--- src/rtl/fpu_sched_pkg.sv ---
// Shared types and constants for the FPU command scheduler and its command FIFO.
package fpu_sched_pkg;

  localparam int NUM_UNITS = 11;

  localparam logic [3:0] OP_FCLASS = 4'd0;
  localparam logic [3:0] OP_SINJ   = 4'd1;
  localparam logic [3:0] OP_CMP    = 4'd2;
  localparam logic [3:0] OP_MINMAX = 4'd3;
  localparam logic [3:0] OP_I2F    = 4'd4;
  localparam logic [3:0] OP_F2I    = 4'd5;
  localparam logic [3:0] OP_ADDSUB = 4'd6;
  localparam logic [3:0] OP_MUL    = 4'd7;
  localparam logic [3:0] OP_FMA    = 4'd8;
  localparam logic [3:0] OP_DIV    = 4'd9;
  localparam logic [3:0] OP_SQRT   = 4'd10;

  localparam int EXC_NV = 4;
  localparam int EXC_DZ = 3;
  localparam int EXC_OF = 2;
  localparam int EXC_UF = 1;
  localparam int EXC_NX = 0;

  typedef enum logic [1:0] {IDLE, ISSUE, WAIT_MC, DONE} sched_state_t;

  typedef struct packed {
    logic [3:0]  sel;
    logic [1:0]  op;
    logic [2:0]  frm;
    logic [31:0] a;
    logic [31:0] b;
    logic [31:0] c;
  } cmd_t;

  // sign-inject and compare have only three sub-operations; op 3 is reserved
  function automatic logic is_illegal(input logic [3:0] sel, input logic [1:0] op);
    return (sel > OP_SQRT) || (((sel == OP_SINJ) || (sel == OP_CMP)) && (op == 2'b11));
  endfunction

endpackage

--- src/rtl/fpu_cmd_fifo.sv ---
// In-order command buffer for the FPU scheduler; head entry is presented
// combinationally and flush empties it on the next edge.
module fpu_cmd_fifo
  import fpu_sched_pkg::*;
#(
  parameter int DEPTH = 4
) (
  input  logic                   clk,
  input  logic                   rst_l,
  input  logic                   push,
  input  logic                   pop,
  input  logic                   flush,
  input  cmd_t                   push_data,
  output cmd_t                   head,
  output logic                   empty,
  output logic                   full,
  output logic [$clog2(DEPTH):0] count
);

  localparam int AW = $clog2(DEPTH);

  cmd_t          mem [DEPTH];
  logic [AW-1:0] wr_ptr;
  logic [AW-1:0] rd_ptr;
  logic          do_push;
  logic          do_pop;

  assign empty   = (count == '0);
  assign full    = (count == (AW+1)'(DEPTH));
  assign do_push = push && !full && !flush;
  assign do_pop  = pop && !empty && !flush;
  assign head    = mem[rd_ptr];

  always_ff @(posedge clk or negedge rst_l) begin
    if (!rst_l) begin
      wr_ptr <= '0;
      rd_ptr <= '0;
      count  <= '0;
    end else if (flush) begin
      wr_ptr <= '0;
      rd_ptr <= '0;
      count  <= '0;
    end else begin
      if (do_push) wr_ptr <= wr_ptr + 1'b1;
      if (do_pop)  rd_ptr <= rd_ptr + 1'b1;
      case ({do_push, do_pop})
        2'b10:   count <= count + 1'b1;
        2'b01:   count <= count - 1'b1;
        default: count <= count;
      endcase
    end
  end

  // storage carries no reset; only entries between the pointers are ever read
  always_ff @(posedge clk) begin
    if (do_push) mem[wr_ptr] <= push_data;
  end

endmodule

--- src/rtl/fpu_op_scheduler.sv ---
// Issues buffered FPU commands one at a time, waits on div/sqrt completion
// with a timeout, and returns exactly one result per command in order.
module fpu_op_scheduler
  import fpu_sched_pkg::*;
#(
  parameter int DEPTH   = 4,
  parameter int TIMEOUT = 64
) (
  input  logic                   clk,
  input  logic                   rst_l,
  input  logic                   cmd_valid,
  output logic                   cmd_ready,
  input  logic [3:0]             cmd_sel,
  input  logic [1:0]             cmd_op,
  input  logic [2:0]             cmd_frm,
  input  logic [31:0]            cmd_a,
  input  logic [31:0]            cmd_b,
  input  logic [31:0]            cmd_c,
  input  logic                   flush,
  output logic [NUM_UNITS-1:0]   fpu_valid_in,
  output logic [1:0]             fpu_op,
  output logic [2:0]             fpu_frm,
  output logic [31:0]            fpu_a,
  output logic [31:0]            fpu_b,
  output logic [31:0]            fpu_c,
  output logic                   fpu_cancel,
  input  logic [31:0]            fpu_result,
  input  logic [4:0]             fpu_exc,
  input  logic                   div_valid_out,
  input  logic                   sqrt_valid_out,
  output logic                   res_valid,
  output logic [31:0]            res_data,
  output logic [4:0]             res_exc,
  output logic                   res_illegal,
  output logic                   res_timeout,
  output logic                   busy,
  output logic [$clog2(DEPTH):0] fifo_count
);

  localparam int TW = $clog2(TIMEOUT) + 1;

  sched_state_t  state, next_state;
  cmd_t          push_cmd, head;
  logic          fifo_empty, fifo_full, pop;
  logic [3:0]    issue_sel;
  logic [TW-1:0] timer;
  logic          timer_clr, mc_done;
  logic          cap_en, cap_ill, cap_to;
  logic [31:0]   cap_data;
  logic [4:0]    cap_exc;

  assign push_cmd  = '{sel: cmd_sel, op: cmd_op, frm: cmd_frm, a: cmd_a, b: cmd_b, c: cmd_c};
  assign cmd_ready = !fifo_full && !flush;
  assign busy      = (state != IDLE) || !fifo_empty;
  assign mc_done   = (issue_sel == OP_DIV) ? div_valid_out : sqrt_valid_out;

  fpu_cmd_fifo #(.DEPTH(DEPTH)) u_fifo (
    .clk       (clk),
    .rst_l     (rst_l),
    .push      (cmd_valid && cmd_ready),
    .pop       (pop),
    .flush     (flush),
    .push_data (push_cmd),
    .head      (head),
    .empty     (fifo_empty),
    .full      (fifo_full),
    .count     (fifo_count)
  );

  always_ff @(posedge clk or negedge rst_l) begin
    if (!rst_l) state <= IDLE;
    else        state <= next_state;
  end

  // flush suppresses the unit pulse too, so an aborted issue never starts a unit
  always_comb begin
    next_state   = state;
    pop          = 1'b0;
    timer_clr    = 1'b0;
    cap_en       = 1'b0;
    cap_ill      = 1'b0;
    cap_to       = 1'b0;
    cap_data     = '0;
    cap_exc      = '0;
    fpu_valid_in = '0;
    fpu_cancel   = 1'b0;
    res_valid    = 1'b0;
    case (state)
      IDLE: begin
        if (!flush && !fifo_empty) begin
          pop        = 1'b1;
          next_state = ISSUE;
        end
      end
      ISSUE: begin
        if (flush) begin
          next_state = IDLE;
        end else if (is_illegal(issue_sel, fpu_op)) begin
          cap_en     = 1'b1;
          cap_ill    = 1'b1;
          next_state = DONE;
        end else begin
          fpu_valid_in = NUM_UNITS'(1) << issue_sel;
          if (issue_sel >= OP_DIV) begin
            timer_clr  = 1'b1;
            next_state = WAIT_MC;
          end else begin
            cap_en     = 1'b1;
            cap_data   = fpu_result;
            cap_exc    = fpu_exc;
            next_state = DONE;
          end
        end
      end
      WAIT_MC: begin
        if (flush) begin
          fpu_cancel = 1'b1;
          next_state = IDLE;
        end else if (mc_done) begin
          cap_en     = 1'b1;
          cap_data   = fpu_result;
          cap_exc    = fpu_exc;
          next_state = DONE;
        end else if (timer == TW'(TIMEOUT - 1)) begin
          cap_en     = 1'b1;
          cap_to     = 1'b1;
          next_state = DONE;
        end
      end
      DONE: begin
        res_valid  = 1'b1;
        next_state = IDLE;
      end
      default: next_state = IDLE;
    endcase
  end

  always_ff @(posedge clk or negedge rst_l) begin
    if (!rst_l) begin
      issue_sel <= '0;
      fpu_op    <= '0;
      fpu_frm   <= '0;
      fpu_a     <= '0;
      fpu_b     <= '0;
      fpu_c     <= '0;
    end else if (pop) begin
      issue_sel <= head.sel;
      fpu_op    <= head.op;
      fpu_frm   <= head.frm;
      fpu_a     <= head.a;
      fpu_b     <= head.b;
      fpu_c     <= head.c;
    end
  end

  always_ff @(posedge clk or negedge rst_l) begin
    if (!rst_l)                 timer <= '0;
    else if (timer_clr)         timer <= '0;
    else if (state == WAIT_MC)  timer <= timer + 1'b1;
  end

  always_ff @(posedge clk or negedge rst_l) begin
    if (!rst_l) begin
      res_data    <= '0;
      res_exc     <= '0;
      res_illegal <= 1'b0;
      res_timeout <= 1'b0;
    end else if (cap_en) begin
      res_data    <= cap_data;
      res_exc     <= cap_exc;
      res_illegal <= cap_ill;
      res_timeout <= cap_to;
    end
  end

endmodule

--- config.mk ---
export PLATFORM = sky130hd
export DESIGN_NAME = fpu_op_scheduler
export DESIGN_NICKNAME = d
export VERILOG_FILES = /design/src/rtl/fpu_sched_pkg.sv /design/src/rtl/fpu_cmd_fifo.sv /design/src/rtl/fpu_op_scheduler.sv
export SDC_FILE = /design/constraint.sdc
export NUM_CORES = 1
export LEC_CHECK = 0
export BUFFER_PORTS_ARGS = -buffer_cell sky130_fd_sc_hd__buf_2
export CAP_MARGIN = 20
export CORE_MARGIN = 2
export CORE_UTILIZATION = 45
export DETAILED_ROUTE_END_ITERATION = 8
export SLEW_MARGIN = 5
export SYNTH_ARGS = -nofsm -noshare
export SYNTH_HDL_FRONTEND = slang
export SYNTH_SLANG_ARGS = --single-unit
--- constraint.sdc ---
create_clock -name clk -period 10.5 [get_ports clk]
set_input_delay 0.525 -clock clk [delete_from_list [all_inputs] [get_ports clk]]
set_output_delay 0.525 -clock clk [all_outputs]
set_load 0.05 [all_outputs]
## Word-level counts from Yosys, hierarchy flattened

Memories as Yosys holds them, arrays and structs flattened. A register that Yosys moved wholly into a read port is not among the register bits.
Cells that the tools add are included.

- $add $sub $neg: 5
- Order comparisons: 2
- Equal/unequal tests: 13
- Shift operators: 1
- Mux-type cells: 56
- Reduce and logical (&&, ||, !) cells: 23

Operators with widths:

| kind | count |
|---|---|
| 32-bit 2-to-1 mux | 5 |
| 32-bit case mux with 2 select lines | 1 |
| 11-bit 2-to-1 mux | 3 |
| 1-bit 2-to-1 mux | 26 |
| 5-bit 2-to-1 mux | 5 |
| 2-bit 2-to-1 mux | 9 |
| 7-bit 2-to-1 mux | 2 |
| 1-bit by 4-bit << shifter with 11-bit output, first input constant | 1 |
| 5-bit case mux with 2 select lines | 1 |
| 2-bit == test, second input constant | 4 |
| 1-bit logical AND | 8 |
| 2-bit case mux with 4 select lines | 1 |
| 2-bit nonzero test | 4 |
| 7-bit by 1-bit adder with 7-bit output, second input constant | 1 |
| 7-bit by 6-bit == test with 1-bit output, second input constant | 1 |
| 3-bit case mux with 2 select lines | 1 |
| 2-bit by 1-bit adder with 2-bit output, second input constant | 2 |
| 2-bit by 1-bit == test with 1-bit output, second input constant | 2 |
| 4-bit by 1-bit == test with 1-bit output, second input constant | 1 |
| 4-bit by 2-bit == test with 1-bit output, second input constant | 1 |
| 4-bit == test, second input constant | 1 |
| 4-bit >= comparator, second input constant | 1 |
| 4-bit > comparator, second input constant | 1 |
| 1-bit zero test | 4 |
| 12 further kinds | 14 |

- Register bits: 55
- Bits in writable memories: 420
- Output and inout bits: 158
- Memories kept: 1

Memories:

| memory | words | width | read ports | clocked after Yosys merged registers in | wr ports | line | RTL |
|---|---|---|---|---|---|---|---|
| u_fifo.mem | 4 | 105 | 1 | 1 | 1 | fpu_cmd_fifo.sv:22 | `cmd_t mem [DEPTH];` |

## Longest topological paths before layout

Gate-level depths: netlist of run 1.

- Word-level depth: 10
- Mapped depth: 9

## Hierarchy

From an unflattened synthesis of run 1, not the netlist that was laid out.

- Cell total of the unflattened synthesis: 1,115
- Area total of the unflattened synthesis: 22,343.9 um^2

By module, submodules not included:

| module | instances | cells an instance | area an instance (um^2) | sequential area each (um^2) |
|---|---|---|---|---|
| fpu_cmd_fifo | 1 | 614 | 15,688.8 | 12,787.3 |
| fpu_op_scheduler | 1 | 501 | 6,655.1 | 3,828.7 |

## Worst setup path after synthesis of run 1

No wires, ideal clock.

- Path type: register -> register
- Start: register u_fifo.count[1]
- End: memory u_fifo.mem[0][0] in the netlist's numbering, enable pin
- Data arrival time: 4.525 ns
- Path slack: 5.498 ns
- Stages on the path, launching flop included: 5
- Buffers on the path: 1
- Clock period less this slack: 5.002 ns
- Cells stage by stage: dfrtp_1 > buf_2 > nor2_1 > a21oi_1 > and3_1

- Cells in the longest elaborated chain, start to end: 8

Ends and longest elaborated chain:

| element | line | RTL |
|---|---|---|
| from (decl) | fpu_cmd_fifo.sv:17 | `output logic [$clog2(DEPTH):0] count` |
| from (signal assigned) | fpu_cmd_fifo.sv:47 | `2'b10: count <= count + 1'b1;` |
| from (signal assigned) | fpu_cmd_fifo.sv:48 | `2'b01: count <= count - 1'b1;` |
| from (signal assigned) | fpu_cmd_fifo.sv:49 | `default: count <= count;` |
| 3-bit == test | fpu_cmd_fifo.sv:29 | `assign full = (count == (AW+1)'(DEPTH));` |
| 1-bit zero test | fpu_op_scheduler.sv:53 | `assign cmd_ready = !fifo_full && !flush;` |
| 1-bit logical AND | fpu_op_scheduler.sv:53 |  |
| named net cmd_ready | fpu_op_scheduler.sv:12 | `output logic cmd_ready,` |
| 1-bit logical AND | fpu_op_scheduler.sv:60 | `.push (cmd_valid && cmd_ready),` |
| 1-bit logical AND (2 in a row) | fpu_cmd_fifo.sv:30 | `assign do_push = push && !full && !flush;` |
| 1-bit 2-to-1 mux | fpu_cmd_fifo.sv:56 | `if (do_push) mem[wr_ptr] <= push_data;` |
| 1-bit 2-to-1 mux (implied by the code) | fpu_cmd_fifo.sv:56 |  |
| to (decl) | fpu_cmd_fifo.sv:22 |  |

The timed path passes the listed nets, and every way through them passes these cells.

## Worst setup path in the final report of run 1

- Start: register state[0]
- End: register fpu_b[2], read port of u_fifo.mem

- Cells in the longest elaborated chain, start to end: 2

Ends and longest elaborated chain:

| element | line | RTL |
|---|---|---|
| from (decl) | fpu_op_scheduler.sv:42 | `sched_state_t state, next_state;` |
| from (signal assigned) | fpu_op_scheduler.sv:72 | `else state <= next_state;` |
| 2-bit zero test | fpu_op_scheduler.sv:88 | `case (state)` |
| 1-bit 2-to-1 mux | fpu_op_scheduler.sv:88 |  |
| to (decl) | fpu_op_scheduler.sv:24 | `output logic [31:0] fpu_b,` |

No other way between the ends.
A chain may end at the register's enable or synchronous reset.

==> impl_metrics.py, run 1 <==
metrics = {
    "worst_setup_path": {
        "arrival_ns": 4.30,
        "cp_slowest_cell": "nor2_4",
        "path_cells": "inv_1 -> ha_1 -> nand2b_1 -> nor2_4 -> buf_4 -> buf_4 -> mux2_2",
        "endpoint": "fpu_b[2]$_DFFE_PN0N_",
        "end_kind": "flop",
        "cp.depth": 7,
        "startpoint_type": "flop",
        "required_ns": 10.98,
        "critical-path-max-stage-delay_ns": 0.75,
        "crit_type": "flop to flop",
        "path_max_fanout": 54,
        "regToRegEndpoint": "fpu_b[2]$_DFFE_PN0N_",
        "r2r_setup_slack_ns": 6.69,
        "path_buf_inv": 3,
        "crit_path_start": "state[0]$_DFFE_PN0P_",
        "crit_family": "buffers and inverters",
        "r2r_cells": 7,
        "cp_common_cell": "buf_4",
        "rr_startpoint": "state[0]$_DFFE_PN0P_",
    },
    "sta": {
        "fin_crit_ns": 3.81,
        "worst_pin_slew_ns": 1.07,
        "rsz0062_at_grt": "false",
        "drv_slew": 0,
        "hold_slack_ns": 0.123,
        "slew_headroom_pct": 28.4,
        "hold_viol_final": 0,
        "setup_viol": 0,
        "period_share_pct": 36.3,
        "finClkSkew_ns": 0.0246,
        "setup_tns_ns": 0,
        "max_freq_ghz": 0.262,
    },
    "power_and_ir_drop": {
        "pwr-share-comb_pct": 30.5,
        "p_leak_nw": 9.85,
        "ir_drop_v": 0.000197,
        "power_frac_clock_pct": 28.6,
        "p_sw_mw": 2.71,
        "power_frac_seq_pct": 40.9,
        "netSwitchingFraction_pct": 35.7,
        "internal-power_mw": 4.88,
        "power_density_nw_per_um2": 285,
    },
    "clock_network": {
        "clock-sinks": 580,
        "cts_resized": 0,
        "cts-root-buf": "clkbuf_16",
        "cts_tree": "yes",
        "cts.htree.levels": 2,
        "clk_latency_ns": 0.62,
        "clock_path_buffers": 3,
        "cts_buffers": 59,
        "path_clk_slew_ns": 0.06,
    },
    "layout": {
        "multiInputGateArea_um2": 5250,
        "num-nets-final": 1587,
        "fill_cells": 3887,
        "seqCellArea_um2": 16600,
        "drive_gt1_share_pct": 44.8,
        "finalInstanceArea_um2": 26600,
        "final_core_util_pct": 54.4,
        "area_growth_pct": 19.2,
    },
    "hold_path": {
        "hold_class": "input port to flop",
        "whs_path_depth": 1,
    },
    "floorplanning": {
        "core_area_um2": 49000,
        "io-pin-count": 306,
        "dieArea_um2": 51500,
        "start_util_pct": 45.6,
        "rows": 81,
        "die_h_um": 227,
        "die_x_um": 227,
    },
    "yosys": {
        "synthDistinctLibCells": 52,
        "synth.largest_area_cell": "edfxtp_1",
        "ys_seq_elements": 580,
        "synth_edf_count": 420,
        "synth.net_count": 1275,
        "synth-async-reset-ratio_pct": 27.6,
        "netlist_top_cells_count": "edfxtp_1, dfrtp_1, mux2_2, mux4_2, inv_1",
        "yosysMostFrequentCell": "edfxtp_1",
        "synth-main-ff-cell": "edfxtp_1",
        "yosys-top-cells-area": "edfxtp_1, dfrtp_1, mux4_2",
        "synth_cells": 1116,
        "seq_area_frac_synth_pct": 74.4,
        "avgSynthCellArea_um2": 20.0,
        "synth_top_area_share_pct": 56.4,
        "syn_area_um2": 22300,
        "yosysWarnings": 0,
    },
    "routing": {
        "wl_um": 48000,
        "drtAntennaViolNets": 0,
        "wl_per_cell_um": 22.3,
        "route.detailed.drc": 0,
        "vias_per_cell": 5.29,
        "drt_iter0_drc": 750,
        "dr.pass1.iters": 4,
        "vias": 11375,
    },
    "global_route": {
        "grt_max_degree": 65,
        "grt_pass1_wl_um": 72300,
        "grt_pass1_vias": 11896,
        "grtUsageTotal_pct": 18.9,
        "overflow": 0,
        "antenna_found_initial": 14,
    },
    "outcome": {
        "status": "completed",
    },
    "job": {
        "cap_violations": 0,
    },
    "placement": {
        "port_buffers": 305,
        "placed_area_um2": 24600,
        "gp_congestion": 0.759,
        "place_hpwl_um": 28600,
    },
}
## power by group through the flow
stage	logic (mW)	clock network (mW)	registers [mW]
after floorplan	0.906	0	3.96
after global routing	2.46	2.31	3.15
after CTS	2.35	2.23	3.11
final	2.31	2.17	3.10
after detailed placement	2.35	0	3.15
after global placement	2.31	0	3.14
## through the flow
| stage | power, mW | cells | setup slack, ns |
|---|---|---|---|
| floorplan | 4.86 | 1116 | 5.50 |
| detailed placement | 5.50 | 2030 | 6.64 |
| CTS | 7.69 | 2143 | 6.65 |
| global route | 7.92 | 2146 | 6.42 |
| finish | 7.59 | 2150 | 6.69 |
| global placement | 5.45 | 2028 | 6.66 |
## routing by layer
metal  wire, um  up-vias  track usage, %  share of wire [%]
met3       3530       70            5.49                7.3
met5         97        -               0               0.20
met1      19900     5896            24.7                 41
met2      23600      289            30.7                 49
li1           -     5104               -                  -
met4        898       16            5.45                1.9
## kinds of logic after synthesis
group                      count (synthesis)  synth area share, %
AOI/OAI and AO/OA                        104                 4.30
xor gates and xnor gates                  12                0.470
adders and majority gates                 11                0.650
buffers and inverters                    116                 2.31
DFF                                      580                 74.4
muxes                                    215                 16.1
and+or+nand+nor                           78                 1.80
## worst min path at each step
| stage | start | endpoint | slack, ns |
|---|---|---|---|
| final | cmd_c[14] | u_fifo.mem[3][14]$_DFFE_PP_ | 0.12 |
| after global routing | cmd_c[14] | u_fifo.mem[3][14]$_DFFE_PP_ | 0.10 |
| after CTS | cmd_c[20] | u_fifo.mem[3][20]$_DFFE_PP_ | 0.08 |
| after detailed placement | res_illegal$_DFFE_PN0P_ | res_illegal$_DFFE_PN0P_ | 0.48 |
| after global placement | fpu_c[12]$_DFFE_PN0N_ | fpu_c[12]$_DFFE_PN0N_ | 0.49 |
| after floorplan | rst_l | fpu_a[0]$_DFFE_PN0N_ | 0.23 |
## cell usage in the layout (no fill, tap or decap), types with 2 or more instances in the layout
master	instances
xnor2_1	5
mux2_2	105
nand3b_1	5
o21ai_0	8
ha_1	10
nand2_1	11
edfxtp_1	420
clkinv_1	9
clkinv_4	2
diode_2	7
nor2b_1	4
xor2_1	7
buf_2	304
nand2b_1	6
clkinv_2	9
bufinv_16	10
mux2i_1	3
dfrtp_4	2
clkbuf_16	59
nor2_1	26
a21oi_1	5
clkinvlp_4	2
nand4_1	2
o31ai_2	30
nor3_1	5
nand3_1	5
a2111oi_0	2
and3_4	4
buf_16	2
dfrtp_1	158
clkbuf_8	4
mux4_2	105
clkbuf_1	13
a31oi_1	2
inv_1	45
a21bo_2	2
inv_6	4
o2111ai_1	37
buf_4	14
o31ai_1	7
## final cells by class
| type | count | share of cell area [%] |
|---|---|---|
| antenna | 7 | 0.0658 |
| clock buffer | 76 | 5.94 |
| clock inverter | 36 | 1.68 |
| inverter | 45 | 0.634 |
| multi-input combinational | 420 | 19.7 |
| sequential | 580 | 62.4 |
| tap | 664 | 3.12 |
| timing repair buffer | 322 | 6.40 |
## state kept, by name (all words and copies together), names as in the netlist, 4 cells and up
| signal | count |
|---|---|
| res_data | 32 |
| fpu_b | 32 |
| res_exc | 5 |
| timer | 7 |
| fpu_a | 32 |
| issue_sel | 4 |
| u_fifo.mem | 420 |
| fpu_c | 32 |
## repair_timing
| item | CTS | global route |
|---|---|---|
| buffers inserted | 0 | 0 |
| endpoints found under the hold margin | 62 | 0 |
| hold buffers | 1 | 0 |
Power figures use the tool's default switching activity.
==> run 2, diff against run 1 <==
clock period = 3.7 ns   (was 10.5 ns; I/O delays follow)
==> impl_metrics.py, run 2 (synthesis results as in run 1) <==
metrics = {
    "outcome": {
        "status": "completed",
    },
    "worst_setup_path": {
        "regToRegEndpoint": "res_data[10]$_DFFE_PN0P_",
        "path_max_fanout": 39,
        "rr_startpoint": "state[0]$_DFFE_PN0P_",
        "r2r_setup_slack_ns": 0.85,
        "required_ns": 4.16,
        "end_kind": "flop",
        "crit_type": "flop to flop",
        "arrival_ns": 3.31,
        "startpoint_type": "flop",
        "r2r_cells": 8,
    },
    "layout": {
        "regMostFlops": "u_fifo.mem",
        "fill_cells": 3768,
        "instances_no_fill": 2309,
        "final_core_util_pct": 57.6,
        "multiInputGateArea_um2": 5250,
        "seqCellArea_um2": 16600,
        "finalInstanceArea_um2": 28200,
        "area_growth_pct": 26.3,
        "drive_gt1_share_pct": 41.6,
        "largest_register_ff_count": 420,
        "layout_commonest_cell": "edfxtp_1",
        "final_cell_mix": "edfxtp_1, buf_2, dfrtp_1",
        "num-nets-final": 1750,
    },
    "placement": {
        "placed_cells": 2048,
        "placed_area_um2": 24800,
        "port_buffers": 305,
        "gp_congestion": 0.734,
        "place_hpwl_um": 29100,
    },
    "power_and_ir_drop": {
        "p_sw_mw": 7.69,
        "power_frac_clock_pct": 27.5,
        "p_leak_nw": 10.5,
        "pwr-share-comb_pct": 31.6,
        "internal-power_mw": 13.7,
        "power_frac_seq_pct": 40.9,
        "ir_drop_v": 0.000481,
        "netSwitchingFraction_pct": 35.9,
        "power_density_nw_per_um2": 759,
    },
    "global_route": {
        "grt_pass1_vias": 12835,
        "grtUsageTotal_pct": 19.2,
        "grt_max_degree": 75,
        "overflow": 0,
        "antenna_found_initial": 7,
        "grt_pass1_wl_um": 74300,
    },
    "hold_path": {
        "whs_path_depth": 3,
        "hold_end": "res_timeout$_DFFE_PN0P_",
        "hold_class": "input port to flop",
        "min_from": "div_valid_out",
    },
    "sta": {
        "drv_slew": 0,
        "fin_crit_ns": 2.85,
        "hold_slack_ns": 0.0427,
        "worst_pin_slew_ns": 0.832,
        "hold_viol_final": 0,
        "setup_tns_ns": 0,
        "rsz0062_at_grt": "false",
        "setup_viol": 0,
        "max_freq_ghz": 0.351,
        "period_share_pct": 77.0,
        "finClkSkew_ns": 0.0165,
        "slew_headroom_pct": 44.6,
    },
    "routing": {
        "route.met2.wl_um": 24700,
        "vias_per_cell": 5.20,
        "wl_um": 48900,
        "drt_iter0_drc": 810,
        "wl_met3_um": 3170,
        "vias": 12001,
        "route.layer.met1.wl_um": 20000,
        "drtAntennaViolNets": 0,
        "route.detailed.drc": 0,
        "dr.pass1.iters": 5,
        "wl_per_cell_um": 21.2,
        "highest_layer": "met5",
    },
    "floorplanning": {
        "dieArea_um2": 51500,
        "die_h_um": 227,
        "io-pin-count": 306,
        "die_x_um": 227,
        "rows": 81,
        "core_area_um2": 49000,
        "start_util_pct": 45.6,
    },
    "clock_network": {
        "clk_latency_ns": 0.62,
        "cts-root-buf": "clkbuf_16",
        "cts_buffers": 59,
        "clock_path_buffers": 3,
        "path_clk_slew_ns": 0.06,
        "cts.htree.levels": 2,
        "clock-sinks": 580,
        "cts_tree": "yes",
    },
    "job": {
        "cap_violations": 0,
    },
}
## run 2: metal layers
| metal | vias to the layer above | global-route usage [%] |
|---|---|---|
| met5 | - | 0 |
| met4 | 8 | 5.37 |
| met3 | 76 | 5.04 |
| met2 | 307 | 32.5 |
| met1 | 6199 | 24.4 |
| li1 | 5411 | - |
## run 2: metrics by stage
step           power [mW]  setup WS, ns
6_report             21.4         0.852
5_1_grt              22.4         0.677
3_5_place_dp         15.6         0.877
3_3_place_gp         15.5         0.914
2_1_floorplan        13.8        -0.142
4_1_cts              21.7         0.865
## run 2: critical path: stages (launching register included)
cell      delay, ns
dfrtp_1        0.37
inv_1          0.10
ha_1           0.34
nand3b_1       0.16
or3_1          0.11
buf_4          0.36
o211a_2        0.73
buf_4          0.41
o31ai_2        0.10
## run 2: cell type report
type                    instances  share of cell area (%)
diodes                          3                  0.0266
clock buffers                  89                    6.20
multi-input cells             420                    18.6
inverters                      45                   0.599
clock inverters                23                   0.741
repair buffers                485                    12.0
flip-flops and latches        580                    58.9
well taps                     664                    2.94
## run 2: how the worst max path moves through the flow
stage	start	to	slack, ns	depth (start not counted)
floorplan	u_fifo.count[1]$_DFFE_PN0P_	u_fifo.mem[1][0]$_DFFE_PP_	-0.14	4
global placement	state[0]$_DFFE_PN0P_	res_data[11]$_DFFE_PN0P_	0.91	8
detailed placement	state[0]$_DFFE_PN0P_	res_data[10]$_DFFE_PN0P_	0.88	8
CTS	state[0]$_DFFE_PN0P_	res_data[10]$_DFFE_PN0P_	0.86	8
global route	state[0]$_DFFE_PN0P_	res_data[9]$_DFFE_PN0P_	0.68	8
finish	state[0]$_DFFE_PN0P_	res_data[10]$_DFFE_PN0P_	0.85	8
## run 2: repair_timing
item                                   CTS  global route
endpoints found under the hold margin  534             0
hold buffers                           146             0
buffers inserted                         0             0
resized for setup                        0             0
## run 2: power by group through the flow
stage / Combinational [mW] / Sequential, mW / Clock [mW]
floorplan: 2.57 / 11.2 / 0
global placement: 6.67 / 8.85 / 0
detailed placement: 6.73 / 8.89 / 0
CTS: 6.87 / 8.78 / 6.05
global route: 7.17 / 8.90 / 6.28
finish: 6.78 / 8.76 / 5.89
